$ cat config.mk
export PLATFORM = sky130hd
export DESIGN_NAME = serial_compare_ctrl
export DESIGN_NICKNAME = d
export VERILOG_FILES = /design/src/rtl/serial_compare_ctrl.sv
export SDC_FILE = /design/constraint.sdc
export NUM_CORES = 1
export LEC_CHECK = 0
export CORE_UTILIZATION = 55
export CTS_BUF_LIST = sky130_fd_sc_hd__clkbuf_4 sky130_fd_sc_hd__clkbuf_8
export DETAILED_ROUTE_END_ITERATION = 10
export HOLD_SLACK_MARGIN = 0.02
export PLACE_DENSITY = 0.85
export REMOVE_ABC_BUFFERS = 1
export SLEW_MARGIN = 15
export SYNTH_ARGS = -nofsm -noshare
export SYNTH_HDL_FRONTEND = slang
export SYNTH_SLANG_ARGS = --single-unit
$ cat constraint.sdc
create_clock -name clk -period 6.19 [get_ports clk]
set_clock_uncertainty 0.15 [all_clocks]
set_input_delay 1.238 -clock clk [delete_from_list [all_inputs] [get_ports clk]]
set_output_delay 1.238 -clock clk [all_outputs]
set_load 0.01 [all_outputs]
$ cat src/rtl/serial_compare_ctrl.sv
// serial_compare_ctrl: bit-serial MSB-first unsigned compare of two WIDTH-bit operands through one
// 1-bit equality cell, stopping at the first mismatching bit.
module comparator_2b (
    input  logic a,
    input  logic b,
    output logic y
);
    assign y = ~(a ^ b);
endmodule

module serial_compare_ctrl #(
    parameter int WIDTH = 8,
    localparam int CW = $clog2(WIDTH + 1)
) (
    input  logic             clk,
    input  logic             reset,
    input  logic             start,
    input  logic [WIDTH-1:0] a,
    input  logic [WIDTH-1:0] b,
    output logic             busy,
    output logic             done,
    output logic             eq,
    output logic             gt,
    output logic             lt,
    output logic [CW-1:0]    bit_count
);
    localparam int IW = (WIDTH > 1) ? $clog2(WIDTH) : 1;
    localparam logic [1:0] IDLE = 2'd0;
    localparam logic [1:0] RUN  = 2'd1;
    localparam logic [1:0] DONE = 2'd2;

    logic [1:0]       state_q, state_d;
    logic [WIDTH-1:0] a_q, a_d, b_q, b_d;
    logic [IW-1:0]    idx_q, idx_d;
    logic [CW-1:0]    cnt_q, cnt_d;
    logic             eq_q, eq_d, gt_q, gt_d, lt_q, lt_d;
    logic             a_bit, b_bit, match;

    assign a_bit = a_q[idx_q];
    assign b_bit = b_q[idx_q];

    comparator_2b u_cell (.a(a_bit), .b(b_bit), .y(match));

    always_comb begin
        state_d = state_q;
        a_d     = a_q;
        b_d     = b_q;
        idx_d   = idx_q;
        cnt_d   = cnt_q;
        eq_d    = eq_q;
        gt_d    = gt_q;
        lt_d    = lt_q;
        case (state_q)
            IDLE: if (start) begin
                a_d     = a;
                b_d     = b;
                idx_d   = IW'(WIDTH - 1);
                cnt_d   = '0;
                eq_d    = 1'b0;
                gt_d    = 1'b0;
                lt_d    = 1'b0;
                state_d = RUN;
            end
            RUN: begin
                cnt_d = cnt_q + CW'(1);
                if (!match) begin
                    gt_d    = a_bit;
                    lt_d    = ~a_bit;
                    state_d = DONE;
                end else if (idx_q == '0) begin
                    eq_d    = 1'b1;
                    state_d = DONE;
                end else begin
                    idx_d = idx_q - IW'(1);
                end
            end
            DONE: state_d = IDLE;
            default: state_d = IDLE;
        endcase
    end

    always_ff @(posedge clk or posedge reset) begin
        if (reset) begin
            state_q <= IDLE;
            a_q     <= '0;
            b_q     <= '0;
            idx_q   <= '0;
            cnt_q   <= '0;
            eq_q    <= 1'b0;
            gt_q    <= 1'b0;
            lt_q    <= 1'b0;
        end else begin
            state_q <= state_d;
            a_q     <= a_d;
            b_q     <= b_d;
            idx_q   <= idx_d;
            cnt_q   <= cnt_d;
            eq_q    <= eq_d;
            gt_q    <= gt_d;
            lt_q    <= lt_d;
        end
    end

    assign busy      = (state_q == RUN);
    assign done      = (state_q == DONE);
    assign eq        = eq_q;
    assign gt        = gt_q;
    assign lt        = lt_q;
    assign bit_count = cnt_q;
endmodule

; ---- Word-level counts from Yosys, hierarchy flattened
; Index checks and enable logic that the tools add are counted.
[classes]
addsub = 2
n_lt_le_gt_ge = 1
n_eq_ne = 8
mux = 22
bitwise = 2
reduce_logical = 9
[op_table]
columns = op, n
row1 = $mux 3, 3
row2 = $pmux 4 s2, 1
row3 = $reduce_and 4->1, 2
row4 = $mux 1, 7
row5 = $bmux 1 s3, 2
row6 = $mux 2, 3
row7 = $ne 2x2->1 const B, 3
row8 = $pmux 1 s2, 3
row9 = $pmux 3 s2, 1
row10 = $reduce_and 2->1, 3
row11 = $add 4x1->4 const B, 1
row12 = $lt 3x4->1 const B, 1
row13 = $mux 4, 1
row14 = $ne 2x1->1 const B, 2
row15 = $pmux 2 s2, 1
row16 = $logic_not 3->1, 1
row17 = $ne 3x1->1 const B, 1
row18 = $reduce_and 3->1, 1
row19 = $sub 3x1->3 const B, 1
row20 = $eq 2x1->1 const B, 1
row21 = $eq 2x2->1 const B, 1
row22 = $logic_not 2->1, 1
row23 = $reduce_bool 2->1, 1
row24 = $not 1->1, 1
row25 = $xor 1x1->1, 1
[word_totals]
regBits = 28
inputBits = 19
out_inout_bits = 9
word_cells = 52

; ---- Depth between registers and ports, before layout
[depth]
depth_word = 5
depth_mapped = 6
depth_no_buf = 5

; ---- Modules after synthesis
; From an unflattened synthesis, not the netlist that was laid out.
[hier_totals]
hier_cells = 132
hier_area_um2 = 1301.2
[by_module_without_submodules]
columns = module, n_inst, cells_per_inst, area_each_um2
row1 = serial_compare_ctrl, 1, 131, 1292.5
row2 = comparator_2b, 1, 1, 8.8

; ---- Worst setup path before layout
; Ideal clock, no wire load.
[synth_path]
path_type = in2reg
from = input start
to = register a_q[4]
arrival_time_ps = 2327
required_time_ps = 5915
slack_ps = 3588
path_stages = 3
n_path_buf = 1
path_cell_list = nor3b_1 -> buf_2 -> mux2_2
[synth_via]
elab_chain_cells = 1
[synth_rtl]
columns = element, line_no
row1 = from (decl), 17  ; input logic start,
row2 = $reduce_and 2->1 (no line), --
row3 = to (signal assigned), 85  ; a_q <= '0;
row4 = to (signal assigned), 94  ; a_q <= a_d;
row5 = to (decl), 33  ; logic [WIDTH-1:0] a_q, a_d, b_q, b_d;
; Every way passes these cells.
; A chain may end at the register's enable or synchronous reset.

; ---- Worst setup path in the final report
[layout_path]
from = register state_q[0]
to = output busy
[layout_via]
elab_chain_cells = 1
[layout_rtl]
columns = element, line_no
row1 = from (decl), 32  ; logic [1:0] state_q, state_d;
row2 = from (signal assigned), 93  ; state_q <= state_d;
row3 = $eq 2x1->1, 104  ; assign busy = (state_q == RUN);
row4 = to (decl), 20  ; output logic busy,
; Every way passes these cells.

==> flow_summary.json <==
{
  "critPathBufInv": 2,
  "synthTopCellsByArea": "dfrtp_1, mux2_2, mux4_1",
  "hp-class": "reg -> reg",
  "synthCells": 100,
  "crit_family": "buffers and inverters",
  "drtIter0Drc": 6,
  "synth-seq-area-share_pct": 51.76,
  "grt_first_pass_wirelength_mm": 3.677,
  "syn2layout_area_growth_pct": 24.86,
  "cts_root_buf": "clkbuf_4",
  "worstSkewPairLatency_ps": 330,
  "drive_gt1_share_pct": 21.88,
  "antennaDiodeCount": 0,
  "core_area_um2": 2276,
  "ys_ff_latch": 28,
  "cp_cell_sequence": "or2b_2 -> inv_1 -> clkdlybuf4s50_1",
  "cts_buffer_depth": 2,
  "setup-violations-final": 0,
  "start_util_pct": 59.48,
  "synth_xor_area_share_pct": 1.201,
  "synth_compound_area_share_pct": 6.007,
  "grt_overflow_total": 0,
  "synth_mux_area_share_pct": 25.05,
  "syn_area_um2": 1354,
  "yosys_most_used_dff": "dfrtp_1",
  "tns_ps": 0,
  "synth-edff-count": 0,
  "via_count": 873,
  "utilization_pct": 74.27,
  "synth-adder-area-share_pct": 2.773,
  "synth_simple_gate_area_share_pct": 9.335,
  "h-tree-depth": 1,
  "synth_warnings": 0,
  "wl_mm": 2.301,
  "hold_slack_ps": 356.7,
  "die_h_um": 51.62,
  "ys_top_cells_by_count": "dfrtp_1, mux2_2, nand2_1",
  "leakage_nw": 0.7311,
  "max_slew.worst_pin.slew_ps": 1027,
  "gp_congestion": 0.7681,
  "row_count": 17,
  "antenna_found_initial": 0,
  "crit_type": "reg -> out",
  "post_cts_resize_count": 0,
  "design.portCount": 28,
  "grt_pass1_vias": 844,
  "endpoint_kind": "output port",
  "grt.met1_usage_pct": 23.18,
  "yosysTopAreaCellShare_pct": 51.76,
  "cp_max_fo": 8,
  "drc_errors": 0,
  "grt_max_degree": 29,
  "async_flop_share_pct": 100.0,
  "peakVddDrop_mv": 0.3491,
  "slowest_stage": "clkdlybuf4s50_1",
  "firstDrtPassIters": 4,
  "grt_setup_unrepaired": "no",
  "final_nets": 151,
  "cts_buffers": 3,
  "power_w": 0.0008126,
  "viasPerCell": 5.596,
  "fillers": 155,
  "cp-start-kind": "flop",
  "cpPeakStageDelay_ps": 570,
  "slew_viol_final": 0,
  "period_minus_slack_ps": 3334,
  "cts_sinks": 28,
  "fin_crit_sh_pct": 53.85,
  "fin_area_um2": 1690,
  "grt_util_met3_pct": 4.094,
  "synth.avg_cell_area_um2": 13.54,
  "dpl_cell_area_um2": 1638,
  "synth_cell_types": 31,
  "die_area_um2": 2664,
  "maxCapViolations": 0,
  "ant_nets": 0,
  "cts_hold_buf": 0,
  "timing_hold_violations_final": 0,
  "fmax_mhz": 300.0,
  "wl_per_cell_um": 14.75,
  "powerDensity_nw_per_um2": 480.7,
  "die_width_um": 51.62,
  "clkTransAtPathRegs_ps": 150,
  "required_ps": 4800,
  "track_usage_pct": 19.53,
  "tritoncts": "done",
  "synth_top_family_by_area": "multiplexers",
  "synth_area_leader_cell": "dfrtp_1",
  "outcome": "complete, no violations",
  "post-cts-setup-buffer-count": 0,
  "gr-usage-met2_pct": 34.20,
  "io_buffer_count": 27,
  "dp_hpwl_mm": 1.745,
  "worstPathArrival_ps": 1950,
  "yosysMostFrequentCell": "dfrtp_1",
  "busiest_layer": "met2",
  "relSlewSlack_pct": 31.45
}
[sequential cells by signal, indices dropped and copies added (netlist names)]
signal and cells:
a_q 8, b_q 8, bit_count 4, eq 1, gt 1, idx_q 3
lt 1, state_q 2
[area by class of cell]
cell class	count	area, µm²	share of cell area, %
clock inverter	1	30.03	1.776
clock buffer	3	22.52	1.332
multi-input combinational	63	605.6	35.83
inverter	5	18.77	1.110
tap	28	35.03	2.073
timing repair buffer	28	277.8	16.43
sequential	28	700.7	41.45
[through the flow]
stage / std cells / worst slack (ps)
6_report: 156 / 2856
5_1_grt: 156 / 2775
4_1_cts: 156 / 2851
3_5_place_dp: 152 / 3255
3_3_place_gp: 152 / 3300
2_1_floorplan: 96 / 2718
[worst paths after layout]
kind | from | endpoint | slack (ps) | cells past startpoint
max | state_q[0] | busy | 2860 | 3
min | bit_count[3] | bit_count[3] | 360 | 1
max reg2reg | idx_q[0] | idx_q[1] | 3810 | 5
min reg2reg | bit_count[3] | bit_count[3] | 360 | 1
max in group asynchronous | reset | a_q[0] | 3990 | 2
min in group asynchronous | reset | b_q[6] | 1280 | 2
[report_power, final]
group / leakage [nW] / switching (W) / internal (W)
clock network: 0.0279 / 0.0000550 / 0.0000655
registers: 0.336 / 0.0000618 / 0.000263
logic: 0.367 / 0.000156 / 0.000212
[layer usage]
layer	part of all wire, %	up-vias
li1	-	413
met2	53	24
met1	43	432
met5	0	-
met4	1.0	0
met3	3.9	4
[cells in the final DEF, fill, tap and decap left out]
master	count
ha_1	3
o211ai_1	1
xor2_2	1
mux2i_4	1
o21ai_0	3
or2b_2	1
bufinv_16	1
mux2_2	17
a21oi_1	3
inv_1	5
nand3b_1	3
and2_2	1
a311oi_1	1
a22o_1	1
a221o_1	1
mux4_1	4
buf_4	1
clkbuf_4	3
nand4_1	1
dfrtp_1	28
or2_1	1
nor3_1	1
o21bai_1	1
nor2b_1	1
nor2_1	5
a41oi_1	1
nand2_1	7
nor3b_2	1
clkdlybuf4s50_1	27
mux2i_1	2
and3_4	1
[kinds of logic (layout without fill, tap and decap cells)]
family / after synthesis / after routing
flops: 28 / 28
mux: 24 / 24
xor+xnor: 1 / 1
compound gates: 12 / 12
buf+inv: 9 / 37
fa+ha+maj: 3 / 3
simple gates: 23 / 23
No activity file was read; power rests on OpenSTA's default activity.
